[src/rtl/qos_pkg.sv]
// Shared QoS types for the memory arbiter and its helpers.
package qos_pkg;

    localparam int QOS_WEIGHT_W = 8;
    localparam int QOS_LAT_W    = 16;

    typedef enum logic [1:0] {
        QOS_LOW      = 2'd0,
        QOS_MEDIUM   = 2'd1,
        QOS_HIGH     = 2'd2,
        QOS_CRITICAL = 2'd3
    } qos_level_e;

    // Per-request descriptor supplied by the per-core QoS policy engine.
    typedef struct packed {
        qos_level_e              level;
        logic                    urgent;
        logic [QOS_WEIGHT_W-1:0] weight;
        logic [QOS_LAT_W-1:0]    max_latency_cycles;
    } qos_config_t;

    typedef enum logic [1:0] {
        ARB_IDLE     = 2'd0,
        ARB_ISSUE    = 2'd1,
        ARB_WAIT_RSP = 2'd2
    } qos_arb_state_e;

    // Arbitration key; field order makes escalation dominate level, level dominate credit.
    typedef struct packed {
        logic       escalated;
        qos_level_e level;
        logic       has_credit;
    } qos_arb_key_t;

endpackage

[src/rtl/qos_rr_pick.sv]
// Rotating find-first-set: first set bit of mask_i at or after ptr_i, wrapping around.
module qos_rr_pick #(
    parameter int N = 4
) (
    input  logic [N-1:0]         mask_i,
    input  logic [$clog2(N)-1:0] ptr_i,
    output logic [N-1:0]         grant_o,
    output logic [$clog2(N)-1:0] idx_o
);

    localparam int IDX_W = $clog2(N);

    logic             found;
    logic [IDX_W-1:0] pos;

    // Walk the mask starting from the pointer; first hit wins.
    always_comb begin
        grant_o = '0;
        idx_o   = '0;
        found   = 1'b0;
        pos     = '0;
        for (int k = 0; k < N; k++) begin
            pos = IDX_W'((int'(ptr_i) + k) % N);
            if (!found && mask_i[pos]) begin
                found        = 1'b1;
                grant_o[pos] = 1'b1;
                idx_o        = pos;
            end
        end
    end

endmodule

[src/rtl/qos_mem_arbiter.sv]
// QoS-aware arbiter sharing one memory port, single outstanding transaction.
import qos_pkg::*;

module qos_mem_arbiter #(
    parameter int NUM_REQ  = 4,
    parameter int ADDR_W   = 32,
    parameter int DATA_W   = 32,
    parameter int AGE_W    = 16,
    parameter int CREDIT_W = 8
) (
    input  logic                         clk_i,
    input  logic                         rst_i,
    input  logic                         qos_enable_i,
    input  logic [NUM_REQ-1:0]           req_valid_i,
    output logic [NUM_REQ-1:0]           req_ready_o,
    input  logic [NUM_REQ*ADDR_W-1:0]    req_addr_i,
    input  logic [NUM_REQ*DATA_W-1:0]    req_wdata_i,
    input  logic [NUM_REQ-1:0]           req_we_i,
    input  qos_config_t [NUM_REQ-1:0]    req_qos_i,
    output logic [NUM_REQ-1:0]           rsp_valid_o,
    output logic [DATA_W-1:0]            rsp_rdata_o,
    output logic                         mem_req_valid_o,
    input  logic                         mem_req_ready_i,
    output logic [ADDR_W-1:0]            mem_addr_o,
    output logic [DATA_W-1:0]            mem_wdata_o,
    output logic                         mem_we_o,
    output qos_config_t                  mem_qos_o,
    input  logic                         mem_rsp_valid_i,
    input  logic [DATA_W-1:0]            mem_rsp_rdata_i,
    output logic [$clog2(NUM_REQ)-1:0]   grant_id_o,
    output logic [NUM_REQ-1:0]           lat_violation_o
);

    localparam int IDX_W = $clog2(NUM_REQ);

    qos_arb_state_e                   state_q, state_d;
    logic [IDX_W-1:0]                 rr_ptr_q, rr_ptr_d;
    logic [IDX_W-1:0]                 grant_id_q, grant_id_d;
    logic [ADDR_W-1:0]                mem_addr_q, mem_addr_d;
    logic [DATA_W-1:0]                mem_wdata_q, mem_wdata_d;
    logic                             mem_we_q, mem_we_d;
    qos_config_t                      mem_qos_q, mem_qos_d;
    logic [NUM_REQ-1:0][AGE_W-1:0]    age_q, age_d;
    logic [NUM_REQ-1:0][CREDIT_W-1:0] credit_q, credit_d;
    logic [NUM_REQ-1:0]               fired_q, fired_d;

    logic [ADDR_W-1:0]   addr_arr   [NUM_REQ];
    logic [DATA_W-1:0]   wdata_arr  [NUM_REQ];
    logic [CREDIT_W-1:0] weight_arr [NUM_REQ];
    qos_arb_key_t        key_arr    [NUM_REQ];
    qos_arb_key_t        max_key;
    logic [NUM_REQ-1:0]  has_credit, escalated, viol, cand_mask, accept_mask;
    logic [NUM_REQ-1:0]  qos_grant, rr_grant, win_grant;
    logic [IDX_W-1:0]    qos_idx, rr_idx, win_idx;
    logic                accept, reload;

    genvar gi;
    generate
        for (gi = 0; gi < NUM_REQ; gi++) begin : g_req
            assign addr_arr[gi]   = req_addr_i[gi*ADDR_W +: ADDR_W];
            assign wdata_arr[gi]  = req_wdata_i[gi*DATA_W +: DATA_W];
            assign weight_arr[gi] = CREDIT_W'(req_qos_i[gi].weight);
            assign has_credit[gi] = (credit_q[gi] != '0);
            assign escalated[gi]  = req_qos_i[gi].urgent |
                                    (32'(age_q[gi]) >= 32'(req_qos_i[gi].max_latency_cycles));
            assign key_arr[gi]    = '{escalated:  escalated[gi],
                                      level:      req_qos_i[gi].level,
                                      has_credit: has_credit[gi]};
            // Fires only on the exact cycle the wait hits the limit, and only once per request.
            assign viol[gi]       = qos_enable_i & req_valid_i[gi] & ~fired_q[gi] &
                                    (32'(age_q[gi]) == 32'(req_qos_i[gi].max_latency_cycles));
        end
    endgenerate

    // Highest key among valid requesters, then the set of requesters tied at that key.
    always_comb begin
        max_key   = '0;
        cand_mask = '0;
        for (int i = 0; i < NUM_REQ; i++) begin
            if (req_valid_i[i] && (key_arr[i] > max_key)) begin
                max_key = key_arr[i];
            end
        end
        for (int i = 0; i < NUM_REQ; i++) begin
            cand_mask[i] = req_valid_i[i] && (key_arr[i] == max_key);
        end
    end

    qos_rr_pick #(.N(NUM_REQ)) u_pick_qos (
        .mask_i  (cand_mask),
        .ptr_i   (rr_ptr_q),
        .grant_o (qos_grant),
        .idx_o   (qos_idx)
    );

    qos_rr_pick #(.N(NUM_REQ)) u_pick_rr (
        .mask_i  (req_valid_i),
        .ptr_i   (rr_ptr_q),
        .grant_o (rr_grant),
        .idx_o   (rr_idx)
    );

    assign win_grant   = qos_enable_i ? qos_grant : rr_grant;
    assign win_idx     = qos_enable_i ? qos_idx   : rr_idx;
    assign accept_mask = accept ? win_grant : '0;
    assign reload      = (state_q == ARB_IDLE) && ((req_valid_i & has_credit) == '0);

    // Transaction FSM: accept in IDLE, present to memory in ISSUE, route response in WAIT_RSP.
    always_comb begin
        state_d     = state_q;
        rr_ptr_d    = rr_ptr_q;
        grant_id_d  = grant_id_q;
        mem_addr_d  = mem_addr_q;
        mem_wdata_d = mem_wdata_q;
        mem_we_d    = mem_we_q;
        mem_qos_d   = mem_qos_q;
        accept      = 1'b0;
        req_ready_o = '0;
        rsp_valid_o = '0;
        case (state_q)
            ARB_IDLE: begin
                if (|req_valid_i) begin
                    accept      = 1'b1;
                    req_ready_o = win_grant;
                    grant_id_d  = win_idx;
                    rr_ptr_d    = (int'(win_idx) == NUM_REQ-1) ? '0 : win_idx + 1'b1;
                    mem_addr_d  = addr_arr[win_idx];
                    mem_wdata_d = wdata_arr[win_idx];
                    mem_we_d    = req_we_i[win_idx];
                    mem_qos_d   = req_qos_i[win_idx];
                    state_d     = ARB_ISSUE;
                end
            end
            ARB_ISSUE: begin
                if (mem_req_ready_i) begin
                    state_d = ARB_WAIT_RSP;
                end
            end
            ARB_WAIT_RSP: begin
                if (mem_rsp_valid_i) begin
                    rsp_valid_o[grant_id_q] = 1'b1;
                    state_d                 = ARB_IDLE;
                end
            end
            default: state_d = ARB_IDLE;
        endcase
    end

    // Per-requester aging, weighted credit and violation bookkeeping.
    always_comb begin
        age_d    = age_q;
        credit_d = credit_q;
        fired_d  = fired_q;
        for (int i = 0; i < NUM_REQ; i++) begin
            if (!req_valid_i[i] || accept_mask[i]) begin
                age_d[i]   = '0;
                fired_d[i] = 1'b0;
            end else begin
                if (age_q[i] != '1) begin
                    age_d[i] = age_q[i] + 1'b1;
                end
                if (viol[i]) begin
                    fired_d[i] = 1'b1;
                end
            end
            // A reload coinciding with an accept charges the winner immediately.
            if (reload) begin
                if (accept_mask[i]) begin
                    credit_d[i] = (weight_arr[i] == '0) ? '0 : weight_arr[i] - 1'b1;
                end else begin
                    credit_d[i] = weight_arr[i];
                end
            end else if (accept_mask[i] && has_credit[i]) begin
                credit_d[i] = credit_q[i] - 1'b1;
            end
        end
    end

    // State and bookkeeping registers; asynchronous reset drops any transaction in flight.
    always_ff @(posedge clk_i or posedge rst_i) begin
        if (rst_i) begin
            state_q     <= ARB_IDLE;
            rr_ptr_q    <= '0;
            grant_id_q  <= '0;
            mem_addr_q  <= '0;
            mem_wdata_q <= '0;
            mem_we_q    <= 1'b0;
            mem_qos_q   <= '0;
            age_q       <= '0;
            credit_q    <= '0;
            fired_q     <= '0;
        end else begin
            state_q     <= state_d;
            rr_ptr_q    <= rr_ptr_d;
            grant_id_q  <= grant_id_d;
            mem_addr_q  <= mem_addr_d;
            mem_wdata_q <= mem_wdata_d;
            mem_we_q    <= mem_we_d;
            mem_qos_q   <= mem_qos_d;
            age_q       <= age_d;
            credit_q    <= credit_d;
            fired_q     <= fired_d;
        end
    end

    assign mem_req_valid_o = (state_q == ARB_ISSUE);
    assign mem_addr_o      = mem_addr_q;
    assign mem_wdata_o     = mem_wdata_q;
    assign mem_we_o        = mem_we_q;
    assign mem_qos_o       = mem_qos_q;
    assign grant_id_o      = grant_id_q;
    assign lat_violation_o = viol;
    assign rsp_rdata_o     = ((state_q == ARB_WAIT_RSP) && mem_rsp_valid_i) ? mem_rsp_rdata_i : '0;

endmodule

[config.mk]
export PLATFORM = sky130hd
export DESIGN_NAME = qos_mem_arbiter
export DESIGN_NICKNAME = d
export VERILOG_FILES = /design/src/rtl/qos_pkg.sv /design/src/rtl/qos_rr_pick.sv /design/src/rtl/qos_mem_arbiter.sv
export SDC_FILE = /design/constraint.sdc
export NUM_CORES = 1
export LEC_CHECK = 0
export ABC_AREA = 1
export BUFFER_PORTS_ARGS = -buffer_cell sky130_fd_sc_hd__buf_4
export CAP_MARGIN = 20
export CORE_AREA = 4 4 212 214
export DETAILED_ROUTE_END_ITERATION = 10
export DIE_AREA = 0 0 216 218
export PLACE_DENSITY = 0.75
export SYNTH_ARGS = -nofsm -noshare
export SYNTH_HDL_FRONTEND = slang
export SYNTH_SLANG_ARGS = --single-unit
[constraint.sdc]
create_clock -name clk_i -period 10.35 [get_ports clk_i]
set_input_delay 2.07 -clock clk_i [delete_from_list [all_inputs] [get_ports clk_i]]
set_output_delay 2.07 -clock clk_i [all_outputs]
set_load 0.01 [all_outputs]
==> impl_summary.txt, run 1 <==
----------------------------------------------------
[Status]
  Result of the run ... complete, no violations

[Worst setup path]
  Data arrival time at the worst-slack endpoint ... 7.70 ns
  Critical path peak fanout ... 9
  Cell with the largest stage delay on the worst path ... sky130_fd_sc_hd__ha_1
  Depth of the most critical reg-to-reg path ... 46
  Worst Setup EP ... req_ready_o[2]
  Critical Path Max Stage Delay ... 0.31 ns
  Startpoint type of the worst setup path ... input pin
  Terminus of the critical flop-to-flop path ... mem_wdata_o[14]
  Reg-to-Reg Start ... age_q[15]
  Required time at the worst-slack endpoint ... 8.28 ns
  Setup slack of the worst register-to-register path ... 3.01 ns
  Cell with the most instances on the worst path ... sky130_fd_sc_hd__nand2_1
  Worst setup path class ... in -> out
  Kind of end point of the critical path ... primary output
  Worst setup startpoint ... req_qos_i[15]

[Cells and area]
  Final non-filler cell total ... 3949
  Layout cells sized above 1 ... 0.203
  # fillers ... between 4000 and 5000
  Final layout net count ... 3853
  Register area ... between 4000 and 5000 um2
  Fin util ... 0.536
  Total area of multi-input combinational cells ... between 10000 and 15000 um2
  Area added between synthesis and finish ... 29.0%
  Final Cell Area ... 23000 um2

[Drt]
  Drt first-iter violations ... between 1500 and 2000
  Antenna Violating Nets Remaining ... 0
  DR WL/cell ... about 19 um
  Number of vias after detailed routing ... 20300
  Total Routed Length ... 74.2 mm
  Router iterations before antenna repair ... 9
  Total DRC errors in the routed layout ... 0
  Via count normalized by instance count ... between 5 and 6

[Logic synthesis]
  Post-synthesis average cell area ... 6.21 um2
  Post-synthesis share of cell area spent on and, or, nand and nor gates ... 0.391
  Proportion of synthesized area in mux cells ... 0
  Xor-xnor portion of the synthesized cell area ... 0.0305
  Ys Warns ... 0
  Count of mapped cells out of synthesis ... ~2900
  Seq cells post-synth ... about 200
  Area share of fa/ha/maj cells after synthesis ... 0.0689
  Number of different library cells in the post-synthesis netlist ... 52
  Net Count, Synth ... 3374
  Dominant combinational cell family by area after synthesis ... simple AND/OR/NAND/NOR gates
  Compound-Gate Fraction of Synth Area ... 0.0837
  Cell Area, Synth ... 17800 um2
  Sequential cell area fraction in the yosys report ... 0.278

[Clock network]
  Clk sinks ... 198
  Level count of the clock H-tree ... 4
  Number of buffers added to fix hold violations after cts ... 0
  Worst skew pair latency ... 0.46 ns
  CTS root buffer ... sky130_fd_sc_hd__clkbuf_16
  Inserted Clock Buffers ... 17
  Clock-pin slew on the worst setup and hold paths ... 0.08 ns
  Clock tree from TritonCTS ... built
  CTS max path bufs ... 2

[Pwr]
  Reg power frac ... 0.219
  Leakage power ... around 13 nW
  Cell internal pwr ... 2.67 mW
  Portion of total power attributed to the clock network ... 0.122
  Power after layout ... 5.78 mW
  Gate power share ... 0.659
  Total power density per cell area ... 252 nW/um2
  Switching Fraction ... 0.539
  Maximum vdd ir drop ... 0.374 mV
  Switching power ... 3.12 mW

[Placement]
  Input/output buffers ... about 550
  Final HPWL DP ... 58.2 mm
  Number of placed cells counting well taps ... 3911
  Final weighted congestion in routability-driven placement ... 0.967
  Total cell area at the placement stage ... 22300 um2

[Floorplan]
  Die ar. ... 47100 um2
  Total core area ... 42900 um2
  Die height ... 218 um
  Initial core utilization ... 0.415
  Standard-cell row count ... 76
  Width of the die ... roughly 220 um
  Boundary Pins ... around 550

[Global route]
  Total global-route track usage ... 0.301
  Gr ovfl total ... 0
  Pin count of the biggest net entering global routing ... ~150
  First-pass GRT wire length ... 110 mm
  Number of global-route vias before repair ... 18600
  Number of antenna violations at the first check in global routing ... 10

[STA]
  Final number of hold-violating endpoints ... 0
  Worst rel slew slack ... 0.356
  Final setup viols ... 0
  Setup clock skew after layout ... 0.0128 ns
  F_max ... 0.102 GHz
  Max Slew Vio Count ... 0
  Final period util ... 0.944
  Final Critical Period ... 9.77 ns
  Worst-Margin Slew ... 0.966 ns

[Hold path]
  Path category of the worst min-delay check ... reg -> reg

[Run]
  Maximum Capacitance Violations ... 0

----------------------------------------------------
-- through the flow --
step                      setup TNS, ns  hold WS (ns)  setup slack, ns
after floorplan                       0         0.481             1.19
after global placement                0         0.463            0.485
after detailed placement              0         0.467            0.418
after CTS                             0         0.489            0.399
after global routing            -0.0352         0.497          -0.0352
final                                 0         0.483            0.584
-- repair_timing --
| item | 4_1_cts | 5_1_grt |
|---|---|---|
| buffers inserted | 0 | 1 |
| endpoints found under the setup margin | 0 | 4 |
| gates resized for setup | 0 | 19 |
-- state kept, by name, indices dropped and copies added (netlist names) --
signal / count
grant_id_o: 2
credit_q: 32
mem_we_o: 1
mem_qos_o: 27
rr_ptr_q: 2
mem_wdata_o: 32
state_q: 2
mem_addr_o: 32
fired_q: 4
age_q: 64
-- critical path: cells and delay by family --
family,cells,cell delay [ns]
AO/OA/AOI/OAI,4,0.51
AND/OR/NAND/NOR,31,3.21
adder cells (fa/ha/maj),4,1.19
buffers and inverters,8,0.67
-- area by class of cell --
type / instances / share of cell area
flip-flops and latches: 198 / 0.216
well taps: 585 / 0.0319
clock inverters: 14 / 0.00719
multi-input cells: 2020 / 0.449
clock buffers: 18 / 0.0187
diodes: 5 / 0.000545
inverters: 535 / 0.0879
repair buffers: 574 / 0.189
-- cell families after synthesis --
group,Yosys count
AND/OR/NAND/NOR,1614
buffers and inverters,649
AO/OA/AOI/OAI,246
flip-flops,198
adder cells (fa/ha/maj),98
XOR/XNOR,62
-- power groups by stage --
stage	combinational, mW	sequential (mW)	clock [mW]
after floorplan	2.44	1.31	0
after global placement	3.73	1.27	0
after detailed placement	3.75	1.27	0
after CTS	3.76	1.26	0.719
after global routing	4.19	1.30	0.752
final	3.81	1.27	0.707
-- Yosys cell counts (all sizes together) --
master,number,area [um2]
a2111oi,1,27.5
a211oi,13,97.6
a21boi,6,56.3
a21o,2,15.0
a21oi,87,443
a221oi,2,17.5
a22oi,4,30.0
a31oi,2,12.5
and2,3,18.8
and3,1,6.26
buf,67,452
clkbuf,47,176
dfrtp,198,4950
ha,98,1230
inv,535,2010
nand2,839,3210
nand3,447,2270
nand3b,4,30.0
nand4,20,125
nor2,228,898
nor3,50,255
nor3b,2,15.0
nor4,12,75.1
o2111a,2,22.5
o2111ai,1,15.0
o211a,1,10.0
o211ai,39,293
o21a,2,15.0
o21ai,80,408
o21bai,1,7.51
o22ai,2,12.5
o31ai,1,7.51
or2,6,37.5
or3,2,12.5
xnor2,6,52.6
xor2,56,490
-- routing by layer --
layer | track usage | up-vias | part of all wire
li1 | - | 9976 | -
met1 | 0.393 | 9257 | 0.41
met2 | 0.471 | 905 | 0.45
met3 | 0.0804 | 138 | 0.097
met4 | 0.129 | 8 | 0.046
met5 | 0 | - | 0.00082
-- worst min path at each step --
stage / from / end / slack, ns / cells after the start
3_5_place_dp: mem_qos_o[15] / mem_qos_o[15] / 0.47 / 2
4_1_cts: mem_addr_o[27] / mem_addr_o[27] / 0.49 / 2
2_1_floorplan: fired_q[0] / fired_q[0] / 0.48 / 2
6_report: mem_addr_o[27] / mem_addr_o[27] / 0.48 / 2
3_3_place_gp: mem_wdata_o[13] / mem_wdata_o[13] / 0.46 / 2
5_1_grt: mem_wdata_o[13] / mem_wdata_o[13] / 0.50 / 2
-- placed cells by master (no fill, tap or decap), types with 3 or more instances in the layout --
cell type / netlist / final
sky130_fd_sc_hd__nor2_2: 5 / 7
sky130_fd_sc_hd__nand4_1: 20 / 20
sky130_fd_sc_hd__clkinv_8: 0 / 3
sky130_fd_sc_hd__dfrtp_1: 198 / 198
sky130_fd_sc_hd__and2_1: 3 / 3
sky130_fd_sc_hd__o211ai_1: 39 / 39
sky130_fd_sc_hd__xor2_1: 56 / 56
sky130_fd_sc_hd__or2_2: 5 / 5
sky130_fd_sc_hd__nor3_1: 49 / 49
sky130_fd_sc_hd__diode_2: 0 / 5
sky130_fd_sc_hd__inv_1: 525 / 523
sky130_fd_sc_hd__nand3b_1: 4 / 4
sky130_fd_sc_hd__nand2_2: 17 / 22
sky130_fd_sc_hd__buf_4: 10 / 572
sky130_fd_sc_hd__a21boi_0: 5 / 5
sky130_fd_sc_hd__ha_1: 98 / 98
sky130_fd_sc_hd__inv_8: 0 / 3
sky130_fd_sc_hd__nand3_2: 5 / 9
sky130_fd_sc_hd__o21ai_1: 5 / 5
sky130_fd_sc_hd__nand3_1: 441 / 436
sky130_fd_sc_hd__nor2_1: 219 / 214
sky130_fd_sc_hd__nand2_1: 820 / 814
sky130_fd_sc_hd__inv_2: 10 / 9
sky130_fd_sc_hd__nor4_1: 12 / 11
sky130_fd_sc_hd__nor2_4: 4 / 7
sky130_fd_sc_hd__xnor2_1: 6 / 6
sky130_fd_sc_hd__clkbuf_16: 0 / 17
sky130_fd_sc_hd__a22oi_1: 4 / 4
sky130_fd_sc_hd__a211oi_1: 13 / 13
sky130_fd_sc_hd__a21oi_1: 85 / 85
sky130_fd_sc_hd__o21ai_0: 73 / 73
sky130_fd_sc_hd__inv_6: 0 / 4
(Power assumes the default switching activity.)
==> run 2, diff against run 1 <==
--- a/config.mk
+++ b/config.mk
@@ -8,10 +8,10 @@
 export ABC_AREA = 1
 export BUFFER_PORTS_ARGS = -buffer_cell sky130_fd_sc_hd__buf_4
 export CAP_MARGIN = 20
-export CORE_AREA = 4 4 212 214
+export CORE_AREA = 4 4 210 212
 export DETAILED_ROUTE_END_ITERATION = 10
-export DIE_AREA = 0 0 216 218
-export PLACE_DENSITY = 0.75
+export DIE_AREA = 0 0 214 216
+export PLACE_DENSITY = 0.76
 export SYNTH_ARGS = -nofsm -noshare
 export SYNTH_HDL_FRONTEND = slang
 export SYNTH_SLANG_ARGS = --single-unit
==> constraint.sdc (replaced) <==
create_clock -name clk_i -period 10.5 [get_ports clk_i]
set_input_delay 2.1 -clock clk_i [delete_from_list [all_inputs] [get_ports clk_i]]
set_output_delay 2.1 -clock clk_i [all_outputs]
set_load 0.01 [all_outputs]
==> impl_summary.txt, run 2 (same netlist as run 1, synthesis figures left out) <==
----------------------------------------------------
[Cells and area]
  Layout cells sized above 1 ... 0.203
  Commonest non-fill, non-tap cells in the layout ... sky130_fd_sc_hd__nand2_1, sky130_fd_sc_hd__buf_4, sky130_fd_sc_hd__inv_1, sky130_fd_sc_hd__nand3_1, sky130_fd_sc_hd__nor2_1
  Final non-filler cell total ... between 3000 and 4000
  Most common cell after layout, fill and taps aside ... sky130_fd_sc_hd__nand2_1
  Final layout net count ... 3855
  Largest register by flop count ... age_q
  Final Cell Area ... around 23000 um2
  Area added between synthesis and finish ... 29.1%
  Max reg flops ... 64

[Placement]
  Number of placed cells counting well taps ... 3862
  Pre-CTS setup slack ... 0.342 ns
  Input/output buffers ... 547
  Final weighted congestion in routability-driven placement ... 1.08
  Total cell area at the placement stage ... 22300 um2
  Final HPWL DP ... 58.1 mm

[Drt]
  Antenna Violating Nets Remaining ... 0
  Via count normalized by instance count ... 5.19
  Total Routed Length ... about 74 mm
  Drt first-iter violations ... 1799
  DR WL/cell ... 18.9 um
  Total DRC errors in the routed layout ... 0
  Router iterations before antenna repair ... 5
  Number of vias after detailed routing ... 20300

[Clock network]
  Level count of the clock H-tree ... 4
  Clock tree from TritonCTS ... built
  Inserted Clock Buffers ... 17
  Clock-pin slew on the worst setup and hold paths ... 0.08 ns
  Clk sinks ... about 200
  Number of buffers added to fix hold violations after cts ... 0
  Worst skew pair latency ... approximately 0.47 ns
  CTS max path bufs ... 2
  CTS root buffer ... sky130_fd_sc_hd__clkbuf_16

[STA]
  Final Critical Period ... 9.89 ns
  Worst Hold Margin ... 0.483 ns
  Final period util ... 0.942
  Setup slack after layout ... around 0.6 ns
  Final setup viols ... 0
  Setup clock skew after layout ... around 0.014 ns
  Max Slew Vio Count ... 0
  Worst-Margin Slew ... about 1.1 ns
  Worst rel slew slack ... 0.258
  F_max ... 0.101 GHz
  Final number of hold-violating endpoints ... 0

[Global route]
  First-pass GRT wire length ... about 110 mm
  Gr ovfl total ... 0
  Number of global-route vias before repair ... roughly 19000
  Pin count of the biggest net entering global routing ... 115
  Total global-route track usage ... 0.306
  Number of antenna violations at the first check in global routing ... 6

[Worst setup path]
  Depth of the most critical reg-to-reg path ... 45
  Setup slack of the worst register-to-register path ... 3.21 ns
  Reg-to-Reg Start ... age_q[15]
  Critical Path Max Stage Delay ... 0.31 ns
  Terminus of the critical flop-to-flop path ... mem_addr_o[3]
  Critical path peak fanout ... 8
  Data arrival time at the worst-slack endpoint ... 7.79 ns
  Cell with the largest stage delay on the worst path ... sky130_fd_sc_hd__ha_1
  Worst setup startpoint ... req_qos_i[15]
  Startpoint type of the worst setup path ... input pin
  Cell family contributing the most delay on the critical path ... simple AND/OR/NAND/NOR gates
  Cell with the most instances on the worst path ... sky130_fd_sc_hd__nand2_1
  Combined buffer and inverter count along the critical path ... 7
  Kind of end point of the critical path ... primary output
  Worst setup path class ... in -> out
  Required time at the worst-slack endpoint ... 8.40 ns

[Hold path]
  Cell depth of the worst min-delay path ... 2
  Hold path endpoint ... mem_addr_o[2]
  Min-Delay Startpoint ... mem_addr_o[2]
  Path category of the worst min-delay check ... reg -> reg

[Status]
  Result of the run ... complete, no violations

[Floorplan]
  Initial core utilization ... 0.424
  Die ar. ... 46200 um2
  Width of the die ... 214 um
  Boundary Pins ... 548
  Standard-cell row count ... 75
  Total core area ... about 42000 um2
  Die height ... between 200 and 250 um

[Pwr]
  Total power density per cell area ... 249 nW/um2
  Maximum vdd ir drop ... 0.204 mV
  Leakage power ... 13.1 nW

[Run]
  Maximum Capacitance Violations ... 0

----------------------------------------------------
run 2: changes by cell type in the layout (fill, tap and decap cells not counted), sizes merged:
| cell | change |
|---|---|
| clkbuf | +1 |
| clkinv | -1 |
| diode | +2 |
| bufinv | +1 |
| inv | -1 |
| buf | +2 |
run 2: what timing repair did:
item	CTS	global route
endpoints found under the setup margin	0	4
buffers inserted	0	6
resized for setup	0	16
run 2: layout make-up:
type                    count  area [um2]
fillers                  4201       19000
multi-input cells        2020       10300
flip-flops and latches    198        4950
repair buffers            576        4390
inverters                 535        2020
well taps                 539         674
clock buffers              19         453
clock inverters            13         163
diodes                      7        17.5
run 2: how the worst max path moves through the flow:
stage,endpoint,slack (ns),cells after the start
2_1_floorplan,req_ready_o[1],1.28,43
3_3_place_gp,req_ready_o[1],0.45,46
3_5_place_dp,req_ready_o[1],0.34,45
4_1_cts,req_ready_o[1],0.33,45
5_1_grt,req_ready_o[2],-0.01,49
6_report,req_ready_o[1],0.61,44
run 2: worst register-to-register path, delay by kind of cell (launching register included):
family | cells | cell delay, ns
fa+ha+maj | 4 | 1.18
flops | 1 | 0.46
simple gates | 31 | 3.96
compound gates | 6 | 0.87
buf+inv | 4 | 0.75
run 2: stage by stage:
stage           util  setup TNS, ns  total power [mW]
2_1_floorplan      -              0              3.70
3_3_place_gp   0.531              0              4.93
3_5_place_dp   0.531              0              4.95
4_1_cts        0.545              0              5.68
5_1_grt        0.548        -0.0139              6.16
6_report       0.548              0              5.72
run 2: per-layer routing:
metal | part of all wire | track usage | up-vias
li1 | - | - | 9984
met1 | 0.42 | 0.400 | 9275
met2 | 0.45 | 0.485 | 882
met3 | 0.090 | 0.0797 | 134
met4 | 0.041 | 0.122 | 2
met5 | 0.00018 | 0 | -
run 2: report_power, final:
group	switching [mW]	internal, mW	leakage, nW	total, mW
Clock	0.344	0.372	0.297	0.716
Sequential	0.202	1.04	2.50	1.24
Combinational	2.49	1.27	10.3	3.76
Total	3.03	2.68	13.1	5.72
